--- src/rtl/calc_all_distances_gen.sv ---
// Point-to-centroid distance engine over a shared single-port BRAM (Manhattan or squared Euclidean).
// Define CALC_DIST_LABEL_EN to add nearest-centroid tracking and per-point label writes.
module calc_all_distances_gen #(
  parameter int DATA_W   = 16,
  parameter int ADDR_W   = 14,
  parameter int MAX_DIMS = 8
) (
  input  logic              clk,
  input  logic              reset,
  input  logic              start,
  output logic              ready,
  input  logic              mode,
  input  logic [ADDR_W-1:0] num_vals,
  input  logic [ADDR_W-1:0] num_clusters,
  input  logic [ADDR_W-1:0] num_dims,
  input  logic [ADDR_W-1:0] pts_base,
  input  logic [ADDR_W-1:0] cent_base,
  input  logic [ADDR_W-1:0] dist_base,
  input  logic [ADDR_W-1:0] label_base,
  output logic [ADDR_W-1:0] PNL_BRAM_addr,
  output logic [DATA_W-1:0] PNL_BRAM_din,
  input  logic [DATA_W-1:0] PNL_BRAM_dout,
  output logic              PNL_BRAM_we,
  output logic              sat_flag
);

  localparam int ACC_W = 2*DATA_W + $clog2(MAX_DIMS) + 1;
  localparam int SQ_W  = 2*DATA_W + 2;

  typedef enum logic [2:0] {IDLE, ZERO, RD_PT, RD_CT, ACC, WR_DIST, WR_LABEL} state_t;

  state_t state_q, state_d;
  logic              mode_q, mode_d, sat_flag_q, sat_flag_d;
  logic [ADDR_W-1:0] nv_q, nv_d, nc_q, nc_d, nd_q, nd_d;
  logic [ADDR_W-1:0] p_q, p_d, c_q, c_d, d_q, d_d;
  logic [ADDR_W-1:0] pt_row_q, pt_row_d, pt_addr_q, pt_addr_d;
  logic [ADDR_W-1:0] ct_addr_q, ct_addr_d, cent_base_q, cent_base_d, dist_addr_q, dist_addr_d;
  logic [DATA_W-1:0] a_q, a_d;
  logic [ACC_W-1:0]  acc_q, acc_d;
`ifdef CALC_DIST_LABEL_EN
  logic [ADDR_W-1:0] label_addr_q, label_addr_d, label_q, label_d;
  logic [ACC_W-1:0]  min_q, min_d;
`else
  logic unused_label_base;
  assign unused_label_base = ^label_base;
`endif

  logic signed [DATA_W:0] diff;
  logic signed [SQ_W-1:0] diff_x, sq;
  logic [DATA_W:0]        abs_diff;
  logic [ACC_W-1:0]       term;
  logic                   sat;

  // Operands are sign-extended by one bit so a-b can never wrap.
  always_comb begin
    diff     = $signed({a_q[DATA_W-1], a_q}) - $signed({PNL_BRAM_dout[DATA_W-1], PNL_BRAM_dout});
    abs_diff = diff[DATA_W] ? $unsigned(-diff) : $unsigned(diff);
    diff_x   = SQ_W'(diff);
    sq       = diff_x * diff_x;
    term     = mode_q ? ACC_W'($unsigned(sq)) : ACC_W'(abs_diff);
    sat      = |acc_q[ACC_W-1:DATA_W];
  end

  always_comb begin
    state_d     = state_q;
    mode_d      = mode_q;
    sat_flag_d  = sat_flag_q;
    nv_d        = nv_q;
    nc_d        = nc_q;
    nd_d        = nd_q;
    p_d         = p_q;
    c_d         = c_q;
    d_d         = d_q;
    pt_row_d    = pt_row_q;
    pt_addr_d   = pt_addr_q;
    ct_addr_d   = ct_addr_q;
    cent_base_d = cent_base_q;
    dist_addr_d = dist_addr_q;
    a_d         = a_q;
    acc_d       = acc_q;
`ifdef CALC_DIST_LABEL_EN
    label_addr_d = label_addr_q;
    label_d      = label_q;
    min_d        = min_q;
`endif
    PNL_BRAM_addr = '0;
    PNL_BRAM_din  = '0;
    PNL_BRAM_we   = 1'b0;

    case (state_q)
      IDLE: begin
        if (start) begin
          mode_d      = mode;
          nv_d        = num_vals;
          nc_d        = num_clusters;
          nd_d        = num_dims;
          p_d         = '0;
          c_d         = '0;
          d_d         = '0;
          pt_row_d    = pts_base;
          pt_addr_d   = pts_base;
          ct_addr_d   = cent_base;
          cent_base_d = cent_base;
          dist_addr_d = dist_base;
          acc_d       = '0;
          sat_flag_d  = 1'b0;
`ifdef CALC_DIST_LABEL_EN
          label_addr_d = label_base;
          label_d      = '0;
          min_d        = '1;
`endif
          if (num_vals == '0 || num_clusters == '0 || num_dims == '0) state_d = ZERO;
          else                                                          state_d = RD_PT;
        end
      end
      ZERO: state_d = IDLE;
      RD_PT: begin
        PNL_BRAM_addr = pt_addr_q;
        state_d       = RD_CT;
      end
      RD_CT: begin
        PNL_BRAM_addr = ct_addr_q;
        a_d           = PNL_BRAM_dout;
        pt_addr_d     = pt_addr_q + ADDR_W'(1);
        ct_addr_d     = ct_addr_q + ADDR_W'(1);
        state_d       = ACC;
      end
      ACC: begin
        acc_d = acc_q + term;
        if (d_q == nd_q - ADDR_W'(1)) begin
          d_d     = '0;
          state_d = WR_DIST;
        end else begin
          d_d     = d_q + ADDR_W'(1);
          state_d = RD_PT;
        end
      end
      WR_DIST: begin
        PNL_BRAM_addr = dist_addr_q;
        PNL_BRAM_din  = sat ? '1 : acc_q[DATA_W-1:0];
        PNL_BRAM_we   = 1'b1;
        if (sat) sat_flag_d = 1'b1;
        dist_addr_d = dist_addr_q + ADDR_W'(1);
        acc_d       = '0;
`ifdef CALC_DIST_LABEL_EN
        if (acc_q < min_q) begin
          min_d   = acc_q;
          label_d = c_q;
        end
`endif
        if (c_q == nc_q - ADDR_W'(1)) begin
          // pt_addr_q already points at the next point's first element here.
          c_d       = '0;
          ct_addr_d = cent_base_q;
          pt_row_d  = pt_addr_q;
`ifdef CALC_DIST_LABEL_EN
          state_d   = WR_LABEL;
`else
          if (p_q == nv_q - ADDR_W'(1)) begin
            state_d = IDLE;
          end else begin
            p_d     = p_q + ADDR_W'(1);
            state_d = RD_PT;
          end
`endif
        end else begin
          c_d       = c_q + ADDR_W'(1);
          pt_addr_d = pt_row_q;
          state_d   = RD_PT;
        end
      end
`ifdef CALC_DIST_LABEL_EN
      WR_LABEL: begin
        PNL_BRAM_addr = label_addr_q;
        PNL_BRAM_din  = DATA_W'(label_q);
        PNL_BRAM_we   = 1'b1;
        label_addr_d  = label_addr_q + ADDR_W'(1);
        label_d       = '0;
        min_d         = '1;
        if (p_q == nv_q - ADDR_W'(1)) begin
          state_d = IDLE;
        end else begin
          p_d     = p_q + ADDR_W'(1);
          state_d = RD_PT;
        end
      end
`endif
      default: state_d = IDLE;
    endcase
  end

  always_ff @(posedge clk or negedge reset) begin
    if (!reset) begin
      state_q     <= IDLE;
      mode_q      <= 1'b0;
      sat_flag_q  <= 1'b0;
      nv_q        <= '0;
      nc_q        <= '0;
      nd_q        <= '0;
      p_q         <= '0;
      c_q         <= '0;
      d_q         <= '0;
      pt_row_q    <= '0;
      pt_addr_q   <= '0;
      ct_addr_q   <= '0;
      cent_base_q <= '0;
      dist_addr_q <= '0;
      a_q         <= '0;
      acc_q       <= '0;
`ifdef CALC_DIST_LABEL_EN
      label_addr_q <= '0;
      label_q      <= '0;
      min_q        <= '1;
`endif
    end else begin
      state_q     <= state_d;
      mode_q      <= mode_d;
      sat_flag_q  <= sat_flag_d;
      nv_q        <= nv_d;
      nc_q        <= nc_d;
      nd_q        <= nd_d;
      p_q         <= p_d;
      c_q         <= c_d;
      d_q         <= d_d;
      pt_row_q    <= pt_row_d;
      pt_addr_q   <= pt_addr_d;
      ct_addr_q   <= ct_addr_d;
      cent_base_q <= cent_base_d;
      dist_addr_q <= dist_addr_d;
      a_q         <= a_d;
      acc_q       <= acc_d;
`ifdef CALC_DIST_LABEL_EN
      label_addr_q <= label_addr_d;
      label_q      <= label_d;
      min_q        <= min_d;
`endif
    end
  end

  assign ready    = (state_q == IDLE);
  assign sat_flag = sat_flag_q;

endmodule

--- config.mk ---
export PLATFORM = sky130hd
export DESIGN_NAME = calc_all_distances_gen
export DESIGN_NICKNAME = d
export VERILOG_FILES = /design/src/rtl/calc_all_distances_gen.sv
export SDC_FILE = /design/constraint.sdc
export NUM_CORES = 1
export LEC_CHECK = 0
export ABC_AREA = 1
export ABC_CLOCK_PERIOD_IN_PS = 18750
export BUFFER_PORTS_ARGS = -buffer_cell sky130_fd_sc_hd__buf_2
export CAP_MARGIN = 30
export CORE_ASPECT_RATIO = 1.75
export CORE_UTILIZATION = 61
export DETAILED_ROUTE_END_ITERATION = 6
export GPL_TIMING_DRIVEN = 1
export PLACE_DENSITY = 0.91
export SLEW_MARGIN = 20
export SYNTH_ARGS = -nofsm -noshare
export SYNTH_HDL_FRONTEND = slang
export SYNTH_SLANG_ARGS = --single-unit
--- constraint.sdc ---
create_clock -name clk -period 18.75 [get_ports clk]
set_input_delay 0.9375 -clock clk [delete_from_list [all_inputs] [get_ports clk]]
set_output_delay 0.9375 -clock clk [all_outputs]
set_load 0.005 [all_outputs]
## Word level (Yosys, flattened, before mapping)

Index checks and enable logic that the tools add are counted.

| operators by class | value |
|---|---|
| $add $sub $neg | 12 |
| multipliers | 1 |
| equal/unequal tests | 11 |
| multiplexer cells | 34 |
| reductions and logical operators | 19 |

Operator list:

| cell | count |
|---|---|
| 2-to-1 mux 14 bit | 10 |
| case mux 14 bit (2 select lines) | 5 |
| case mux 14 bit (3 select lines) | 3 |
| case mux 36 bit (3 select lines) | 1 |
| adder 14 x 1 -> 14 bit (second input constant) | 6 |
| equality test 14 bit | 3 |
| zero test 14 bit | 3 |
| subtractor 14 x 1 -> 14 bit (second input constant) | 3 |
| adder 36 x 34 -> 36 bit | 1 |
| 2-to-1 mux 36 bit | 1 |
| multiplier 17 x 17 -> 34 bit | 1 |
| 2-to-1 mux 34 bit | 1 |
| 2-to-1 mux 16 bit | 2 |
| OR reduction 20 bit | 1 |
| 2-to-1 mux 17 bit | 1 |
| negator 17 bit | 1 |
| subtractor 16 x 16 -> 17 bit | 1 |
| case mux 3 bit (5 select lines) | 1 |
| AND reduction 2 bit | 5 |
| 2-to-1 mux 3 bit | 3 |
| inequality test 2 bit (second input constant) | 4 |
| equality test 3 x 2 -> 1 bit (second input constant) | 2 |
| equality test 3 bit (second input constant) | 2 |
| AND reduction 3 bit | 2 |
| other kinds (8) | 14 |

| word-level totals | value |
|---|---|
| bits in registers | 211 |
| input port bits | 118 |
| output and inout bits | 33 |
| logic and storage cells | 93 |

## Depth between registers and ports, before layout

| logic depth | value |
|---|---|
| word-level depth | 6 |
| mapped depth | 51 |
| depth with buffers taken out | 50 |

## Worst setup path before layout

Ideal clock, no wire load.

| timing path | value |
|---|---|
| path kind | input -> register |
| from | input port PNL_BRAM_dout[0] |
| to | register acc_q[35] |
| setup time | 141 ps |
| data arrival time | 8902 ps |
| data required time | 18609 ps |
| path slack | 9707 ps |
| stages | 42 |
| buffers on the path | 2 |
| cell sequence | ha_1 > fa_1 > inv_1 > nand3_1 > nand2_1 > nand2_1 > nand2_1 > nand3_1 > nand3_1 > nand2_4 > clkinv_1 > buf_2 > buf_2 > nand2_1 > fa_1 > fa_1 > inv_1 > fa_1 > [6 not listed] > nand2_1 > nor2_1 > nand4_1 > o21ai_0 > a21oi_1 > o21ai_0 > a21oi_1 > nor2_1 > nor2_1 > ha_1 > nand2_1 > nor2_1 > nand2_1 > nor4_1 > nand3_1 > nand4_1 > xor2_1 > o22ai_1 |

| between the ends | value |
|---|---|
| cells in the longest elaborated chain, start to end | 6 |
| elaborated cells on any way between the ends | 7 |
| classes of those cells | add/sub: 3; mul: 1; mux: 3 |

Ends and longest elaborated chain:

| what | line | RTL |
|---|---|---|
| from (decl) | 22 | `input logic [DATA_W-1:0] PNL_BRAM_dout,` |
| subtractor 16 x 16 -> 17 bit (*) | 56 | `diff = $signed({a_q[DATA_W-1], a_q}) - $signed({PNL_BRAM_dout[DATA_W-1], PNL_BRAM_dout});` |
| parallel branches: the longest is 2 deep, another holds multiplier 17 x 17 -> 34 bit | -- |  |
| 2-to-1 mux 34 bit (*) | 60 | `term = mode_q ? ACC_W'($unsigned(sq)) : ACC_W'(abs_diff);` |
| adder 36 x 34 -> 36 bit (*) | 129 | `acc_d = acc_q + term;` |
| case mux 36 bit (3 select lines) (*) | 90 | `case (state_q)` |
| to (signal assigned) | 209 | `acc_q <= '0;` |
| to (signal assigned) | 231 | `acc_q <= acc_d;` |
| to (decl) | 39 | `logic [ACC_W-1:0] acc_q, acc_d;` |

Mark *: on every way between the ends.
A chain may end at the register's enable or synchronous reset.

## Final worst setup path

| timing path | value |
|---|---|
| from | input port PNL_BRAM_dout[0] |
| to | register acc_q[27] |

The elaborated chain is that of the path after synthesis.

==> results.json <==
{
  "required_ps": 19150,
  "ys.flop_type": "dfrtp_1",
  "relSlewSlack": 0.356,
  "drc_errors": 2,
  "routabilityCongestion": 1.03,
  "yosys.area.top_type": "fa_1",
  "coreArea_um2": 41000,
  "grt_setup_unrepaired": "false",
  "yosysWarnings": 0,
  "syn_to_final_growth_pct": 7.98,
  "startpoint": "PNL_BRAM_dout[0]",
  "synthCells": 3405,
  "drv_cap": 0,
  "cp_max_fo": 28,
  "slowest_stage": "a21oi_1",
  "busiest_layer": "met2",
  "die_h_um": 272,
  "hold_viol": 0,
  "cts-buffers-inserted": 22,
  "clockBufferDepth": 3,
  "numPortBuffers": 136,
  "grt_max_degree": 96,
  "fp.dieW_um": 156,
  "gr-usage-met3": 0.0924,
  "dieArea_um2": 42500,
  "seq_area_um2": 5280,
  "synth_compound_area_frac": 0.122,
  "antenna_found_initial": 5,
  "cts_hold_buf": 0,
  "synth-seq-cells": 211,
  "final_cell_mix": "665 x inv_1, 647 x nand2_1, 347 x nor2_1, 271 x fa_1, 211 x dfrtp_1",
  "cp_common_cell": "nand2_1",
  "cp-start-kind": "input pin",
  "status": "complete, but fails checks",
  "initial_core_util": 0.621,
  "fmax_mhz": 93.5,
  "endpoint_kind": "flop",
  "routed_wl_um": 75600,
  "critical_path_class": "input pin to flop",
  "grt_usage": 0.371,
  "rows": 98,
  "min_path_type": "input pin to async pin",
  "grt_pass1_vias": 24900,
  "synth-simple-area-share": 0.218,
  "cpPeakStageDelay_ps": 700,
  "root_buffer": "clkbuf_16",
  "routed-via-count": 24000,
  "clkTransAtPathRegs_ps": 70,
  "nets": 4037,
  "fillers": 3392,
  "cts.sinks": 211,
  "post_cts_resized": 0,
  "fin_cells": 4066,
  "ys_seq_area_frac": 0.208,
  "syn_area_um2": 25400,
  "ant_nets": 0,
  "avgSynthCellArea_um2": 7.47,
  "multi_input_area_um2": 17200,
  "use_met2": 0.639,
  "async_flop_share": 1.00,
  "clk_latency_ps": 550,
  "synth_top_family_by_area": "adder cells",
  "grt.overflow.total": 0,
  "drive_gt1_frac": 0.0717,
  "synth_cell_types": 60,
  "dp.cells": 4022,
  "muxShareOfSynthArea": 0,
  "ioPinCount": 151,
  "syn_nets": 3942,
  "hpwl_um": 58000,
  "htree_levels": 1,
  "synthXorXnorAreaFrac": 0.0506,
  "grt_pass1_wl_um": 122000,
  "use_met1": 0.364,
  "ys_top_cells_by_area": "fa_1 21%, dfrtp_1 21%, inv_1 9.8%",
  "cts_tree": "built",
  "setup_viol": 0,
  "synth_edf_count": 0,
  "yosys.area_share.adder": 0.286,
  "slew_viol_final": 0,
  "post-route-min-period_ps": 10690,
  "postCtsSetupRepairBufs": 0,
  "fin_setup_tns_ps": 0,
  "min_period_over_period": 0.570,
  "drtPass1Iterations": 7,
  "drt_iter0_drc": 1921,
  "tightestPinTransition_ps": 966,
  "arrival_ps": 11090,
  "skew_ps": 40.4,
  "layout_commonest_cell": "inv_1",
  "r2r-start": "a_q[0]",
  "yosysTopAreaCellShare": 0.214,
  "violations": "DRC",
  "avgViaCountPerCell": 5.91,
  "routedWlPerCell_um": 18.6
}
layer usage:
metal  wire length, um  up-vias
li1                  -    10900
met2             37400     1253
met1             23300    11300
met3              6660      554
met4              8150        8
met5                58        -
worst max-delay path, delay by kind of cell:
kind | cells | cell delay (ps)
simple gates | 18 | 2750
compound gates | 6 | 1580
buf+inv | 8 | 1270
fa+ha+maj | 10 | 4500
worst paths after layout:
check | slack, ps | endpoint | cells past startpoint
max in group asynchronous | 16390 | p_q[1] | 4
worst max-delay path | 8060 | acc_q[27] | 42
worst max register to register | 8220 | acc_q[27] | 42
min in group clk | 490 | cent_base_q[2] | 2
worst min-delay path | 410 | ct_addr_q[0] | 1
worst min register to register | 490 | cent_base_q[2] | 2
logic make-up (layout without fill, tap and decap cells):
family / Yosys count / after routing
AOI/OAI and AO/OA: 552 / 552
DFF: 211 / 211
buffers and inverters: 774 / 883
and+or+nand+nor: 1303 / 1303
other: 0 / 2
xor gates and xnor gates: 146 / 146
adders and majority gates: 419 / 419
state kept, by name, indices dropped and copies added (netlist names):
name	count
nd_q	14
pt_addr_q	14
dist_addr_q	14
pt_row_q	14
d_q	14
mode_q	1
c_q	14
nc_q	14
state_q	3
ct_addr_q	14
sat_flag	1
acc_q	36
p_q	14
nv_q	14
cent_base_q	14
a_q	16
cells in the mapped netlist, types with 13 or more instances:
library cell    n
inv_1         666
nand2_1       647
nor2_1        349
fa_1          272
dfrtp_1       211
a21oi_1       205
o21ai_0       197
ha_1          147
nand3_1       143
xor2_1        103
clkbuf_1       70
nand4_1        56
xnor2_1        42
nor3_1         40
o22ai_1        35
nor4_1         21
a31oi_1        14
buf_2          14
a221oi_1       13
o21ai_1        13
layout make-up:
cell class                      instances  share of cell area
Multi-Input combinational cell       2420               0.627
Sequential cell                       211               0.192
Inverter                              677              0.0925
Timing Repair Buffer                  168              0.0361
Tap cell                              550              0.0251
Clock buffer                           32              0.0232
Clock inverter                          6             0.00355
Antenna cell                            2            0.000182
through the flow:
step                      setup WS [ps]   util  hold WS, ps  area (um2)
final                              8060  0.671          405       27500
after global routing               7570  0.670          443       27500
after CTS                          8040  0.668          432       27400
after detailed placement           7510  0.650          467       26600
after global placement             7770  0.650          454       26600
after floorplan                    9710      -          442       25400
Power is not shown: default switching activity piles up to over one toggle a cycle in this logic, so the estimate is an artifact.
